==> src/rtl/vsa_dmem_arbiter.sv <==
// Round-robin arbiter that shares one single-port data memory between two VSA cores.
// It holds one transaction at a time: grant, memory issue with timeout, one-cycle completion.
module vsa_dmem_arbiter #(
  parameter int AW      = 5,
  parameter int DW      = 5,
  parameter int TIMEOUT = 15
) (
  input  logic          i_clock,
  input  logic          i_reset_n,
  input  logic          i_req0,
  input  logic          i_req1,
  input  logic          i_we0,
  input  logic          i_we1,
  input  logic [AW-1:0] i_addr0,
  input  logic [AW-1:0] i_addr1,
  input  logic [DW-1:0] i_wdata0,
  input  logic [DW-1:0] i_wdata1,
  input  logic [DW-1:0] i_mem_rdata,
  input  logic          i_mem_ack,
  output logic          o_done0,
  output logic          o_done1,
  output logic          o_err0,
  output logic          o_err1,
  output logic [DW-1:0] o_rdata,
  output logic          o_mem_req,
  output logic          o_mem_we,
  output logic [AW-1:0] o_mem_addr,
  output logic [DW-1:0] o_mem_wdata,
  output logic          o_busy,
  output logic          o_gnt_id
);

  typedef enum logic [1:0] {
    S_IDLE  = 2'd0,
    S_ISSUE = 2'd1,
    S_DONE  = 2'd2
  } state_t;

  localparam logic [7:0] LP_CNT_LAST = 8'(TIMEOUT - 1);

  state_t        r_state;
  logic          r_last;
  logic [7:0]    r_cnt;
  logic          r_mem_req;
  logic          r_mem_we;
  logic [AW-1:0] r_mem_addr;
  logic [DW-1:0] r_mem_wdata;
  logic [DW-1:0] r_rdata;
  logic          r_done0;
  logic          r_done1;
  logic          r_err0;
  logic          r_err1;
  logic          r_busy;
  logic          r_gnt_id;

  logic          w_any_req;
  logic          w_pick;

  // On a tie the requester that was not served last wins.
  always_comb begin
    w_any_req = i_req0 | i_req1;
    if (i_req0 && i_req1) begin
      w_pick = ~r_last;
    end else begin
      w_pick = i_req1;
    end
  end

  // Transaction FSM with all outputs registered.
  always_ff @(posedge i_clock or negedge i_reset_n) begin
    if (!i_reset_n) begin
      r_state     <= S_IDLE;
      r_last      <= 1'b1;
      r_cnt       <= 8'd0;
      r_mem_req   <= 1'b0;
      r_mem_we    <= 1'b0;
      r_mem_addr  <= {AW{1'b0}};
      r_mem_wdata <= {DW{1'b0}};
      r_rdata     <= {DW{1'b0}};
      r_done0     <= 1'b0;
      r_done1     <= 1'b0;
      r_err0      <= 1'b0;
      r_err1      <= 1'b0;
      r_busy      <= 1'b0;
      r_gnt_id    <= 1'b0;
    end else begin
      case (r_state)
        S_IDLE: begin
          if (w_any_req) begin
            r_state     <= S_ISSUE;
            r_gnt_id    <= w_pick;
            r_mem_we    <= w_pick ? i_we1    : i_we0;
            r_mem_addr  <= w_pick ? i_addr1  : i_addr0;
            r_mem_wdata <= w_pick ? i_wdata1 : i_wdata0;
            r_cnt       <= 8'd0;
            r_mem_req   <= 1'b1;
            r_busy      <= 1'b1;
          end else begin
            r_state <= S_IDLE;
          end
        end
        S_ISSUE: begin
          if (i_mem_ack) begin
            r_state   <= S_DONE;
            r_mem_req <= 1'b0;
            r_rdata   <= r_mem_we ? {DW{1'b0}} : i_mem_rdata;
            r_done0   <= ~r_gnt_id;
            r_done1   <= r_gnt_id;
            r_err0    <= 1'b0;
            r_err1    <= 1'b0;
          end else if (r_cnt == LP_CNT_LAST) begin
            r_state   <= S_DONE;
            r_mem_req <= 1'b0;
            r_rdata   <= {DW{1'b0}};
            r_done0   <= ~r_gnt_id;
            r_done1   <= r_gnt_id;
            r_err0    <= ~r_gnt_id;
            r_err1    <= r_gnt_id;
          end else begin
            r_cnt <= r_cnt + 8'd1;
          end
        end
        S_DONE: begin
          r_state <= S_IDLE;
          r_last  <= r_gnt_id;
          r_done0 <= 1'b0;
          r_done1 <= 1'b0;
          r_err0  <= 1'b0;
          r_err1  <= 1'b0;
          r_busy  <= 1'b0;
        end
        default: begin
          r_state   <= S_IDLE;
          r_mem_req <= 1'b0;
          r_busy    <= 1'b0;
          r_done0   <= 1'b0;
          r_done1   <= 1'b0;
          r_err0    <= 1'b0;
          r_err1    <= 1'b0;
        end
      endcase
    end
  end

  assign o_done0     = r_done0;
  assign o_done1     = r_done1;
  assign o_err0      = r_err0;
  assign o_err1      = r_err1;
  assign o_rdata     = r_rdata;
  assign o_mem_req   = r_mem_req;
  assign o_mem_we    = r_mem_we;
  assign o_mem_addr  = r_mem_addr;
  assign o_mem_wdata = r_mem_wdata;
  assign o_busy      = r_busy;
  assign o_gnt_id    = r_gnt_id;

endmodule

==> config.mk <==
export PLATFORM = sky130hd
export DESIGN_NAME = vsa_dmem_arbiter
export DESIGN_NICKNAME = d
export VERILOG_FILES = /design/src/rtl/vsa_dmem_arbiter.sv
export SDC_FILE = /design/constraint.sdc
export NUM_CORES = 1
export LEC_CHECK = 0
export BUFFER_PORTS_ARGS = -buffer_cell sky130_fd_sc_hd__buf_4
export CORE_ASPECT_RATIO = 1.75
export CORE_MARGIN = 5
export CORE_UTILIZATION = 52
export CTS_BUF_LIST = sky130_fd_sc_hd__clkbuf_8
export DETAILED_ROUTE_END_ITERATION = 8
export GPL_TIMING_DRIVEN = 0
export PLACE_DENSITY = 0.82
export SETUP_SLACK_MARGIN = 0.05
export SLEW_MARGIN = 30
export SYNTH_ARGS = -nofsm -noshare
export SYNTH_HDL_FRONTEND = slang
export SYNTH_SLANG_ARGS = --single-unit
==> constraint.sdc <==
create_clock -name i_clock -period 2 [get_ports i_clock]
set_clock_uncertainty 0.15 [all_clocks]
set_input_delay 0.2 -clock i_clock [delete_from_list [all_inputs] [get_ports i_clock]]
set_output_delay 0.2 -clock i_clock [all_outputs]
set_load 0.01 [all_outputs]
== Yosys cells after proc, flatten, opt, wreduce, memory -nomap -nowiden ==
Index checks and enable logic that the tools add are counted.
W data, S select, Z words.

* Memory bits (writable): 0
* Flip-flop bits (word level): 34
* Memories kept: 0
* Bits in read-only memories: 0
* Word-level logic and storage cells: 68
* Latch bits: 0
* Bits of input ports: 32

* Reduce and logical (&&, ||, !) cells: 10
* Add/sub/neg operators: 1
* Bitwise gates (word level): 6
* Div/mod/pow operators: 0
* Multiply operators: 0
* Shift-type cells: 0
* Multiplexer cells: 30
* Magnitude comparators: 0
* Eq/ne operators: 7

{| class="wikitable"
|+ Operators with widths
! kind !! count
|-
| $mux W5 || 5
|-
| $mux W8 || 3
|-
| $pmux W8 S2 || 1
|-
| $mux W1 || 12
|-
| $pmux W1 S2 || 5
|-
| $add A8 B1 Y8 const B || 1
|-
| $eq A8 B4 Y1 const B || 1
|-
| $reduce_and A2 Y1 || 4
|-
| $ne A2 B2 Y1 const B || 3
|-
| $not A1 Y1 || 5
|-
| $mux W2 || 2
|-
| $pmux W2 S2 || 1
|-
| $reduce_and A4 Y1 || 1
|-
| $reduce_bool A2 Y1 || 2
|-
| $ne A3 B3 Y1 const B || 1
|-
| $pmux W1 S3 || 1
|-
| $reduce_and A3 Y1 || 1
|-
| $eq A2 B1 Y1 const B || 1
|-
| $eq A2 B2 Y1 const B || 1
|-
| $logic_not A2 Y1 || 1
|-
| $logic_and A1 B1 Y1 || 1
|-
| $or A1 B1 Y1 || 1
|}

== Longest topological paths before layout ==
* Depth in word-level cells: 4
* Mapped depth: 7
* Depth with buffers taken out: 6

== Worst setup path after synthesis ==
OpenSTA, ideal clock, no wires.

* Kind: register to register
* From: reg r_cnt[0]
* To: reg r_cnt[1]
* Stages on the path, launching flop included: 8
* Path buffers: 1
* Clock period less this slack: 1757 ps
* Arrival: 1516 ps
* Setup slack: 243 ps
* Cells stage by stage: dfrtp_1 -> inv_1 -> ha_1 -> and4b_4 -> and3_1 -> buf_6 -> or2_4 -> o31ai_2

* Cells in the longest elaborated chain, start to end: 4
* Elaborated cells on any way between the ends: 7
* Classes of those cells: add/sub: 1; eq/ne: 2; mux: 3; reduce/logical: 1

{| class="wikitable"
|+ RTL lines
! item !! RTL line !! RTL
|-
| from (decl) || 43 || <nowiki>logic [7:0] r_cnt;</nowiki>
|-
| from (signal assigned) || 120 || <nowiki>r_cnt <= r_cnt + 8'd1;</nowiki>
|-
| $add A8 B1 Y8 || 120 ||
|-
| $mux W8 || 111 || <nowiki>end else if (r_cnt == LP_CNT_LAST) begin</nowiki>
|-
| $mux W8 || 103 || <nowiki>if (i_mem_ack) begin</nowiki>
|-
| $pmux W8 S2 || 87 || <nowiki>case (r_state)</nowiki>
|}

Several ways; a longest one is shown, not always the timed one. The select of a mux whose other input is x is not followed.
A chain may end at the register's enable or synchronous reset.

== Worst setup path after layout ==
* From: reg r_cnt[0]
* To: reg r_cnt[5]

The elaborated chain is that of the path after synthesis.

==> results summary <==
The number of H-tree branching levels came out at 2. The highest fanout seen on the critical path is 9. The count of maximum capacitance violations came out at 0. At the end of routability-driven placement, the weighted congestion stood at 0.828.

The reg-to-reg setup timing slack came out at 0.15 ns. Summing over every cut layer, the via total after detailed routing is 1439. The source of the worst register-to-register timing path is r_cnt[0]. The area share of xor/xnor cells in the synthesized design came out at 0%. The flop and latch count out of synthesis is 34. Setup violations remaining at the end of the flow were counted as 0. The later-pin clock latency in the skew report came out at 0.28 ns.

The actual transition at the worst max-transition pin came out at around 0.43 ns. The number of nets with antenna violations after detailed routing came out at 0. The cell sitting at the root of the clock tree is a sky130_fd_sc_hd__clkbuf_8. The HPWL after detailed placement is roughly 3.2 mm. The area growth from synthesis to final layout is 36.4%.

In this run the static leakage power is between 0.001 and 0.0015 uW. The worst min-delay path class is primary input to register. For the worst setup path, the data required time is 2.02 ns. The run finished with clean final reports.

The cell area after layout came out at around 2200 um2. The combined global-route utilization of all metal layers came out at 21.5%. The number of warnings printed during yosys synthesis is 0. The synthesized netlist occupies a cell area of around 1600 um2. The number of buffers created by CTS came out at 5. The worst hold path cell count came out at 2.

The die covers 4390 um2. The startpoint class of the critical path is a register. The first global-routing pass estimated 7.17 mm of wire.

In this run the tightest slew margin relative to its limit is between 70% and 80%. Summing all multi-input logic gate instances after layout gives roughly 730 um2. The total congestion overflow after global routing came out at 0. The worst setup path is of the register to register kind. The depth of the worst register-to-register path is 6. After filler insertion, the fill cell instance count of the layout stands at 231. After synthesis, the share of flip-flops with an asynchronous set or reset is 100%. The area after detailed placement came out at 2090 um2. The post-place setup slack is roughly 0.034 ns.

The DRC violation total after the first TritonRoute iteration is 33. The count of nets after finishing came out at 248. The worst setup path is captured at a register. The core area came out at 3070 um2. The count of final max-slew check failures is 0. Traced cell by cell, the critical path runs through inv_1 -> ha_1 -> and4b_4 -> a21oi_4 -> nand2_1 -> o41ai_2. The share of the yosys chip area belonging to registers is ~52%. Input and output buffers added on the ports amount to 54. 0 antenna diodes ended up in the layout. The register cell area after layout is 853 um2.

The multiplexer fraction of the synthesized cell area came out at 7.46%. The number of global-route vias before repair was roughly 1600. In the finished design, the share of the clock period the worst path needs comes to 92.6%. The number of antenna violations at the first check in global routing is 0.

The power per cell area is 1300 nW/um2. The number of hold violations in the final report came out at 0. The hold path startpoint is i_mem_rdata[2]. The adder-cell area share of the yosys netlist came out at 1.54%. The buffers inserted during post-CTS setup optimization came out at 0. The width of the die is 52.3 um. Subtracting the final worst setup slack from the clock period gives 1.85 ns.

The path with the worst hold slack has its endpoint at o_rdata[2]. TritonCTS built the clock tree. The total negative setup slack is 0 ns. The initialized floorplan defines 27 standard-cell rows.

The total I/O pin count came out at 55. The synthesized netlist devotes 21.5% of its cell area to compound gates. Leaving out fill and tap cells, the most frequent cells in the layout are sky130_fd_sc_hd__buf_4, sky130_fd_sc_hd__dfrtp_1, sky130_fd_sc_hd__o21ai_0. In this run the critical register-to-register path is captured at r_cnt[5]. Across the VDD grid, the largest voltage drop is approximately 0.97 mV.

The die boundary height is 84.0 um. The first detailed-routing pass ran for 4 iterations. The effective utilization at floorplan came out at 53.0%. The kind of cell with the highest combined delay on the critical path is compound AO/OA/AOI/OAI gates. The number of buffer and inverter stages on the critical path came out at 1. Entering global routing, the biggest net connects 35 pins.

In the synthesized netlist the dominant register cell turns out to be sky130_fd_sc_hd__dfrtp_1. The maximum clock path buffer count came out at 2. After synthesis, the netlist uses 41 different library cells. The worst-case setup margin in the final layout came out at 0.149 ns. The net count after synthesis is roughly 180. After detailed routing, the total wire length is 4.18 mm. The ratio of routed vias to standard cells came out at 5.58.

Synthesis handed over a netlist of between 100 and 150 instances. The simple-gate area share of the yosys netlist came out at between 10% and 20%. By area, the combinational part of the netlist is dominated by compound AO/OA/AOI/OAI gates. The number of flops mapped to enable cells by yosys came out at 0.

After clock tree synthesis, the clock-pin slew on the worst setup and hold paths is roughly 0.070 ns. CTS saw 34 sinks. Leaving out fill and tap cells, the most frequent cell in the layout is sky130_fd_sc_hd__buf_4. The layout cell share with drive strength beyond 1 is 36.7%. The stage delay of the slowest cell on the critical path came out at 0.42 ns. In the final routed layout, each cell accounts on average for 16.2 um. Setup repair after global routing left no endpoint under its margin.

The DRC violation count after routing is 0. Derived from the worst setup path, the maximum achievable clock frequency is 540 MHz. A synthesized cell averages 10.9 um2. For the worst setup path, the data arrival time is 1.87 ns.

The critical path's slowest cell is sky130_fd_sc_hd__dfrtp_2.
[sequential cells by signal (all words and copies together) (netlist names)]
| register | cells |
|---|---|
| o_gnt_id | 1 |
| r_last | 1 |
| o_err0 | 1 |
| o_mem_addr | 5 |
| o_busy | 1 |
| o_mem_we | 1 |
| o_err1 | 1 |
| o_mem_wdata | 5 |
| r_state | 2 |
| o_mem_req | 1 |
| r_cnt | 8 |
| o_rdata | 5 |
| o_done1 | 1 |
| o_done0 | 1 |
[power by group]
part           internal (uW)  switching, uW  leakage [uW]  total [uW]
Combinational            598            651      0.000596        1250
Sequential               965            217      0.000431        1180
Clock                    231            230     0.0000519         462
Total                   1790           1100       0.00108        2890
[metal layers]
| layer | track usage (%) | vias up | wire length [um] | share of wire (%) |
|---|---|---|---|---|
| li1 | - | 683 | - | - |
| met1 | 24.1 | 700 | 1530 | 37 |
| met2 | 36.9 | 48 | 2310 | 55 |
| met3 | 5.90 | 8 | 252 | 6.0 |
| met4 | 8.60 | 0 | 84 | 2.0 |
| met5 | 0 | - | 0 | 0 |
[metrics by stage]
step | std cells | total power (uW) | utilization [%] | hold slack (ns)
6_report | 258 | 2890 | 72.2 | 0.0101
3_5_place_dp | 246 | 2430 | 67.9 | 0.0175
3_3_place_gp | 246 | 2350 | 67.9 | 0.0109
5_1_grt | 258 | 3100 | 72.2 | 0.00452
4_1_cts | 258 | 2910 | 72.0 | 0.00732
2_1_floorplan | 149 | 1820 | - | -0.246
[worst max path at each step]
stage,start,end,depth (start not counted)
floorplan,r_cnt[0],r_cnt[1],7
global placement,r_cnt[0],r_cnt[1],7
detailed placement,r_cnt[0],r_cnt[5],6
CTS,r_cnt[0],r_cnt[5],7
global route,r_cnt[0],r_cnt[5],6
finish,r_cnt[0],r_cnt[5],6
[area by class of cell]
class,count,area share [%]
Timing Repair Buffer,58,20.1
Tap cell,43,2.42
Multi-Input combinational cell,105,33.1
Clock inverter,3,0.507
Buffer,5,1.58
Sequential cell,34,38.4
Inverter,5,0.845
Clock buffer,5,3.10
[cells in the mapped netlist, types with 5 or more instances]
cell type                 instances  area share (%)
sky130_fd_sc_hd__mux2i_1         11             6.8
sky130_fd_sc_hd__nand2_1         15             3.5
sky130_fd_sc_hd__a21oi_1          7             2.2
sky130_fd_sc_hd__o31ai_1          7             3.2
sky130_fd_sc_hd__a22o_1           5             2.7
sky130_fd_sc_hd__inv_1            5             1.2
sky130_fd_sc_hd__dfrtp_1         33              51
sky130_fd_sc_hd__nand3_1          6             1.8
sky130_fd_sc_hd__o21ai_0         22             6.8
[logic make-up (layout without fill, tap and decap cells)]
| kind of cell | after synthesis | count (layout) |
|---|---|---|
| compound gates | 52 | 52 |
| mux | 12 | 12 |
| simple gates | 39 | 39 |
| buf+inv | 10 | 76 |
| fa+ha+maj | 2 | 2 |
| flops | 34 | 34 |
[worst register-to-register path: stages (launching register included)]
cell                      delay, ns
sky130_fd_sc_hd__dfrtp_2       0.42
sky130_fd_sc_hd__inv_1         0.06
sky130_fd_sc_hd__ha_1          0.19
sky130_fd_sc_hd__and4b_4       0.20
sky130_fd_sc_hd__a21oi_4       0.21
sky130_fd_sc_hd__nand2_1       0.18
sky130_fd_sc_hd__o41ai_2       0.33
[timing repair]
item / CTS / global route
endpoints found under the hold margin: 36 / 0
hold buffers: 4 / 0
setup endpoints to repair: 1 / 6
gates resized for setup: 1 / 2
(Power assumes the default switching activity.)
